## src/rtl/rrat_pkg.sv

```systemverilog
// Shared sizing and types for the retirement register alias table.
package rrat_pkg;
    localparam int NUM_ARCH = 32;
    localparam int NUM_PHYS = 64;
    localparam int PREG_W   = 6;
    localparam int AREG_W   = 5;

    typedef logic [PREG_W-1:0] preg_t;
    typedef logic [AREG_W-1:0] areg_t;

    // Architectural r0 is hardwired; its map entry never changes.
    localparam areg_t ARCH_ZERO = '0;

    // One retirement slot as seen after the stall qualifier.
    typedef struct packed {
        logic  vld;
        logic  regwr;
        areg_t arch;
        preg_t phys;
    } retire_req_t;
endpackage

```

## src/rtl/rrat_check.sv

```systemverilog
// Consistency checker: shadow "mapped" vector over physical tags plus a
// sticky error flag. Only instantiated when RRAT_CHECK_EN is defined.
module rrat_check
    import rrat_pkg::*;
(
    input  logic              CLK,
    input  logic              RESET,
    input  logic              wr,
    input  logic [AREG_W-1:0] arch,
    input  logic [PREG_W-1:0] phys,
    input  logic [PREG_W-1:0] map [NUM_ARCH],
    output logic              rrat_error
);
    logic [NUM_PHYS-1:0] mapped;
    preg_t               old_phys;
    logic                same;
    logic                dup_old;
    logic                bad;

    // Classify the retire: an install of a tag already live elsewhere, or a
    // free of a tag some other arch reg still points at, is an error.
    always_comb begin
        old_phys = map[arch];
        same     = (phys == old_phys);
        dup_old  = 1'b0;
        for (int i = 0; i < NUM_ARCH; i++)
            if (areg_t'(i) != arch && map[i] == old_phys) dup_old = 1'b1;
        bad = 1'b0;
        if (wr && !same) begin
            if (arch == ARCH_ZERO) bad = mapped[phys];
            else                   bad = mapped[phys] | dup_old;
        end
    end

    // Track live tags and latch the error until reset.
    always_ff @(posedge CLK or negedge RESET) begin
        if (!RESET) begin
            mapped     <= {{(NUM_PHYS-NUM_ARCH){1'b0}}, {NUM_ARCH{1'b1}}};
            rrat_error <= 1'b0;
        end else begin
            if (wr && !same && arch != ARCH_ZERO) begin
                mapped[old_phys] <= 1'b0;
                mapped[phys]     <= 1'b1;
            end
            if (bad) rrat_error <= 1'b1;
        end
    end
endmodule

```

## src/rtl/rrat.sv

```systemverilog
// Retirement register alias table: commits arch->phys mappings at retire,
// returns displaced tags to the free list, and drives FRAT restore on flush.
// Optional consistency checking is enabled by defining RRAT_CHECK_EN.
module rrat
    import rrat_pkg::*;
(
    input  logic              CLK,
    input  logic              RESET,
    input  logic              STALL,
    input  logic              FLUSH,
    input  logic              rob_retire,
    input  logic              rob_retire_regwr,
    input  logic [AREG_W-1:0] rob_retire_arch,
    input  logic [PREG_W-1:0] rob_retire_phys,
    output logic              rrat_free,
    output logic [PREG_W-1:0] rrat_free_reg,
    output logic [PREG_W-1:0] rrat_my_map [NUM_ARCH],
    output logic              frat_restore,
    output integer            retire_count,
    output logic              rrat_error
);
    retire_req_t req;
    preg_t       old_phys;
    preg_t       free_phys;
    logic        wr;
    logic        do_free;
    logic        flush_pend;

    // Decode the retire. r0 never takes a new mapping, so its allocated tag
    // is the one returned; retiring onto the current mapping is a no-op.
    always_comb begin
        req       = '{vld: rob_retire & ~STALL, regwr: rob_retire_regwr,
                      arch: rob_retire_arch, phys: rob_retire_phys};
        old_phys  = rrat_my_map[req.arch];
        wr        = req.vld & req.regwr;
        do_free   = wr & (req.phys != old_phys);
        free_phys = (req.arch == ARCH_ZERO) ? req.phys : old_phys;
    end

    // Committed map: identity at reset, updated on a changing retire.
    always_ff @(posedge CLK or negedge RESET) begin
        if (!RESET) begin
            for (int i = 0; i < NUM_ARCH; i++) rrat_my_map[i] <= PREG_W'(i);
        end else if (do_free && req.arch != ARCH_ZERO) begin
            rrat_my_map[req.arch] <= req.phys;
        end
    end

    // Free-list pulse; the tag holds its last value between pulses.
    always_ff @(posedge CLK or negedge RESET) begin
        if (!RESET) begin
            rrat_free     <= 1'b0;
            rrat_free_reg <= '0;
        end else begin
            rrat_free <= do_free;
            if (do_free) rrat_free_reg <= free_phys;
        end
    end

    // Flush: restore pulse after the edge; a flush seen during stall waits
    // for the first unstalled edge so the map it restores is current.
    always_ff @(posedge CLK or negedge RESET) begin
        if (!RESET) begin
            flush_pend   <= 1'b0;
            frat_restore <= 1'b0;
        end else if (STALL) begin
            frat_restore <= 1'b0;
            if (FLUSH) flush_pend <= 1'b1;
        end else begin
            frat_restore <= FLUSH | flush_pend;
            flush_pend   <= 1'b0;
        end
    end

    // Retired-instruction counter, frozen under stall.
    always_ff @(posedge CLK or negedge RESET) begin
        if (!RESET)       retire_count <= 0;
        else if (req.vld) retire_count <= retire_count + 1;
    end

`ifdef RRAT_CHECK_EN
    rrat_check u_check (
        .CLK        (CLK),
        .RESET      (RESET),
        .wr         (wr),
        .arch       (req.arch),
        .phys       (req.phys),
        .map        (rrat_my_map),
        .rrat_error (rrat_error)
    );
`else
    assign rrat_error = 1'b0;
`endif
endmodule

```

## config.mk

```make
export PLATFORM = sky130hd
export DESIGN_NAME = rrat
export DESIGN_NICKNAME = d
export VERILOG_FILES = /design/src/rtl/rrat_pkg.sv /design/src/rtl/rrat_check.sv /design/src/rtl/rrat.sv
export SDC_FILE = /design/constraint.sdc
export NUM_CORES = 1
export LEC_CHECK = 0
export CORE_ASPECT_RATIO = 1.2
export CORE_MARGIN = 4
export CORE_UTILIZATION = 40
export CTS_CLUSTER_DIAMETER = 100
export DETAILED_ROUTE_END_ITERATION = 16
export PLACE_DENSITY = 0.68
export SLEW_MARGIN = 20
export SYNTH_ARGS = -nofsm -noshare
export SYNTH_HDL_FRONTEND = slang
export SYNTH_SLANG_ARGS = --single-unit
```

## constraint.sdc

```tcl
create_clock -name CLK -period 2.75 [get_ports CLK]
set_input_delay 0.4125 -clock CLK [delete_from_list [all_inputs] [get_ports CLK]]
set_output_delay 0.4125 -clock CLK [all_outputs]
set_load 0.05 [all_outputs]
```

# [Word level (Yosys, flattened, before mapping)]
# Index checks and enable logic that the tools add are counted.
[word_totals] output_inout_bits=233 elab_cells=62 regBits=233 in_bits=17
[op_classes] bitwise=6 reduce_logical=4 n_mux=10 n_addsub=1 eq_ne=2 magnitude_cmp=2
[op_table] cell="192-bit bitwise mux" count=1
[op_table] cell="32-bit by 2-bit adder with 32-bit output, second input constant" count=1
[op_table] cell="6-bit binary-select mux with 5-bit select" count=1
[op_table] cell="6-bit demux with 5-bit select" count=1
[op_table] cell="6-bit 2-to-1 mux" count=4
[op_table] cell="6-bit greater-or-equal comparator, second input constant" count=1
[op_table] cell="6-bit by 1-bit less-than comparator with 1-bit output, second input constant" count=1
[op_table] cell="6-bit != test" count=1
[op_table] cell="5-bit NOT with 6-bit output" count=1
[op_table] cell="5-bit logical NOT" count=1
[op_table] cell="5-bit nonzero test" count=1
[op_table] cell="1-bit bitwise AND" count=3
[op_table] cell="1-bit 2-to-1 mux" count=3
[op_table] cell="1-bit logical AND" count=2
[op_table] cell="2-bit by 1-bit != test with 1-bit output, second input constant" count=1
[op_table] cell="1-bit NOT" count=1
[op_table] cell="1-bit OR" count=1

# [Logic depth before layout (Yosys ltp)]
[depth] depth_word=7 depth_mapped=13 depth_no_buf=8

# [Least setup slack after synthesis]
# Ideal clock, no wire load.
[synth_path] path_kind="input to register" start="input rob_retire_arch[1]" end="register rrat_my_map[138] (netlist name)" stages=12 arrival_ps=2864 t_required_ps=2625 path_buffers=4 setup_time_ps=125 setup_slack_ps=-239 cell_sequence="buf_6 -> buf_2 -> buf_2 -> mux2i_1 -> o22ai_1 -> nor4_1 -> a21oi_1 -> nor4_1 -> nand3_2 -> buf_4 -> nand3_2 -> mux2_2"
[synth_via] elab_chain_cells=7 word_cells_on_any_way=14 classes_between="2 x order compare; 1 x eq/ne; 6 x mux; 2 x bitwise; 3 x reduce/logical"
[synth_rtl] element="start: declaration" line="rrat.sv:13" source="input logic [AREG_W-1:0] rob_retire_arch,"
[synth_rtl] element="5-bit NOT with 6-bit output (implied by the code)" line="rrat.sv:34, rrat.sv:45"
[synth_rtl] element="6-bit binary-select mux with 5-bit select" line="rrat.sv:34" source="old_phys = rrat_my_map[req.arch];"
[synth_rtl] element="6-bit 2-to-1 mux (implied by the code) (2 in a row)" line="rrat.sv:34"
[synth_rtl] element="6-bit != test" line="rrat.sv:36" source="do_free = wr & (req.phys != old_phys);"
[synth_rtl] element="1-bit bitwise AND" line="rrat.sv:36"
[synth_rtl] element="1-bit logical AND" line="rrat.sv:44" source="end else if (do_free && req.arch != ARCH_ZERO) begin"
[synth_rtl] element="end signal: indexed assignment" line="rrat.sv:45" source="rrat_my_map[req.arch] <= req.phys;"
[synth_rtl] element="end: declaration" line="rrat.sv:17" source="output logic [PREG_W-1:0] rrat_my_map [NUM_ARCH],"
# Several ways; a longest one is shown, not always the timed one. The select of a mux whose other input is x is not followed.
# A chain may end at the register's enable or synchronous reset.

# [Worst setup path in the final report]
[layout_path] start="input rob_retire_arch[3]" end="register rrat_my_map[139] (netlist name)"
# The elaborated chain is that of the path after synthesis.

==> out/metrics.cfg <==
[sta]
period_share_pct=110
grt_setup_unrepaired=true
fmax_mhz=332
timing.final.ws_setup_ns=-0.261
finalSetupViolCount=192
fin_skew_ns=0.0324
hold_slack_ns=0.325
slew-limit-headroom_pct=49.2
drv_slew=0
finalCriticalPeriod_ns=3.01
hold_viol_final=0
worstMarginPinSlew_ns=0.762

[cells_and_area]
drive_gt1_share_pct=43.2
syn_to_final_growth_pct=69.2
num_antenna_cells=0
final_nets=1473
largest_register_ffs=192

[setup_path]
end_kind=flip-flop
required_ns=3.17
r2r-start=rrat_my_map[37]
critPathKind=in2reg
path_max_fanout=7
startpoint_type=input port
r2r_slack_ns=-0.24
cp.arrival_ns=3.43
crit_start=rob_retire_arch[3]

[power]
p_per_area_nw_per_um2=567
vdd_ir_drop_max_v=0.000492
p_leak_nw=8.16

[drt]
drt_iter0_drc=902
drt-total-wl_um=46500
drcViolationCount=0
drtPass1Iterations=5
vias_per_cell=5.77
ant_nets=0
wl_per_cell_um=25.7
vias=10500

[clock_tree]
htreeDepth=1
cts_tree=built
cts_made_buffers=25
clockRootBuffer=clkbuf_16
cts_sinks=233
clk-insertion-delay-late_ns=0.54
clk_pin_slew_ns=0.07
cts_buffer_depth=3

[min_path]
hold_class=in2async

[floorplan]
start_util_pct=40.7
die_area_um2=30500
rows=66
num_io_pins=250
die_x_um=160
die_y_um=190
fp.coreArea_um2=27300

[yosys]
syn_area_per_cell_um2=12.2
synth_area_um2=11100
ys_warn_count=0
async_flop_share_pct=100
ys_seq_area_share_pct=53.5
synth.net_count=929
synth_flop_cell=dfrtp_1
synth-edff-count=0
synth_seq_cells=233
syn_inst=911
synth.distinct_cells=48

[global_route]
grt_max_degree=90
use_met2_pct=47.9
grt_usage_pct=28.6
antenna_found_initial=0
use_met1_pct=36.6
overflow=0
grt_first_pass_wirelength_um=67200
gr-max-usage-layer=met2
grt_pass1_vias=10800
met3_usage_pct=4.80

[place]
gp_congestion=0.962
port_buffers=248
pre_cts_slack_ns=-1.07
dpl.hpwl_um=32800

[status]
violations=negative setup slack
status=complete, but fails checks

[flow_run]
drv_cap=0

## worst max-delay path, stage by stage
cell             delay [ns]
clkdlybuf4s15_2        0.25
bufbuf_16              0.28
nand4bb_1              0.13
buf_6                  0.14
o22ai_2                0.09
or4_4                  0.54
or3_1                  0.39
a22oi_2                0.26
nand3_4                0.16
buf_12                 0.17
buf_12                 0.15
nand3_4                0.13
mux2_4                 0.32
## metrics by stage
step                      util, %  TNS [ns]  power [mW]  std cells  area (µm²)
after detailed placement     59.1   -189.90        6.95       1727       16100
after floorplan                 -     -6.51        5.60        911       11200
after CTS                    65.9    -21.12        10.5       1801       18000
after global routing         68.8    -42.45        11.0       1813       18800
after global placement       59.1   -186.62        6.92       1727       16100
final                        68.8    -31.46        10.6       1813       18800
## path summary, 6_finish.rpt
path | endpoint | cells after the start
max | rrat_my_map[139] | 13
min | rrat_my_map[65] | 2
max reg2reg | rrat_my_map[139] | 11
min reg2reg | retire_count[31] | 1
max in group asynchronous | rrat_my_map[151] | 3
min in group CLK | retire_count[31] | 1
## synthesized netlist by cell type (3+ instances only)
| cell | number | area (µm²) |
|---|---|---|
| a21oi_1 | 10 | 50.1 |
| nand3_1 | 22 | 110 |
| o2bb2ai_1 | 68 | 596 |
| dfstp_2 | 80 | 2100 |
| nor4_1 | 9 | 56.3 |
| buf_2 | 15 | 75.1 |
| clkbuf_1 | 24 | 90.1 |
| dfrtp_1 | 153 | 3830 |
| nand4_2 | 4 | 50.1 |
| buf_6 | 15 | 169 |
| buf_4 | 10 | 75.1 |
| a21o_1 | 5 | 37.5 |
| or4_1 | 5 | 37.5 |
| xnor2_1 | 22 | 193 |
| nand2_1 | 45 | 169 |
| nor2_1 | 51 | 191 |
| a32o_1 | 3 | 30.0 |
| and3_1 | 17 | 106 |
| xor2_1 | 9 | 78.8 |
| nand3b_1 | 8 | 60.1 |
| nand4bb_1 | 5 | 56.3 |
| or4b_1 | 4 | 40.0 |
| nand2_2 | 7 | 43.8 |
| mux2_2 | 49 | 552 |
| nand4_1 | 6 | 37.5 |
| nand4b_2 | 3 | 45.0 |
| nand2b_1 | 8 | 50.1 |
| mux2i_1 | 96 | 961 |
| a22o_1 | 72 | 631 |
| nor2b_1 | 5 | 31.3 |
| o22ai_1 | 48 | 300 |
| nand3_2 | 3 | 30.0 |
| nor3_1 | 8 | 40.0 |
| and2_1 | 3 | 18.8 |
## cell usage in the layout, fill, tap and decap left out, types with 6 or more instances in the layout
cell type        synthesis  layout
clkdlybuf4s50_1          0     242
clkbuf_16                0      30
xor2_1                   9       9
xnor2_1                 22      22
o22ai_1                 48      38
clkbuf_8                 0       6
nor3_1                   8       8
buf_4                   10     272
dfrtp_1                153     153
buf_8                    0       8
buf_12                   0      23
nand3_1                 22      14
a22o_1                  72      72
nor4_2                   1       7
mux2i_1                 96      87
nand4_1                  6       6
nor2_1                  51      51
nand3b_1                 8       8
a21oi_1                 10      10
mux2_4                   0      41
o2bb2ai_1               68      15
nand2b_1                 8       8
nand2_1                 45      39
clkbuf_1                24       6
and3_1                  17      15
mux2_2                  49       8
buf_6                   15      20
nand3_4                  0       9
dfstp_2                 80      80
o2bb2ai_2                0      40
o22ai_2                  0       9
o2bb2ai_4                0      13
nand2_8                  0       7
## final cells by class
class	instances	area, µm²
fillers	1957	8490
multi-input cells	614	5990
flip-flops and latches	233	5930
repair buffers	579	5570
clock buffers	38	756
well taps	340	425
clock inverters	7	76.3
inverters	2	7.51
## metal layers
layer  share of wire (%)  wire length (µm)
met2                  49             23000
met4                 5.0              2320
met1                  39             18100
met5                   0                 0
met3                 6.7              3120
## power breakdown
group / internal (mW) / switching (mW) / total, mW
Sequential: 3.78 / 0.223 / 4.00
Combinational: 1.32 / 1.89 / 3.21
Clock: 1.99 / 1.44 / 3.43
## what timing repair did
action / CTS / global route
setup endpoints to repair: 193 / 192
gates cloned: 10 / 5
pin swaps: 21 / 33
resized for setup: 140 / 106
hold buffers: 1 / 0
buffers inserted: 19 / 8
hold endpoints to repair: 27 / 0
## cell families (layout without fill, tap and decap cells)
| family | count (synthesis) | in the layout | share of synthesized area, % |
|---|---|---|---|
| mux | 145 | 145 | 13.6 |
| simple gates | 223 | 226 | 11.4 |
| fa+ha+maj | 1 | 1 | 0.113 |
| flops | 233 | 233 | 53.5 |
| compound gates | 210 | 210 | 15.1 |
| other cells | 1 | 1 | 0.0338 |
| xor+xnor | 31 | 31 | 2.45 |
| buf+inv | 67 | 626 | 3.80 |
Power figures use the tool's default switching activity.
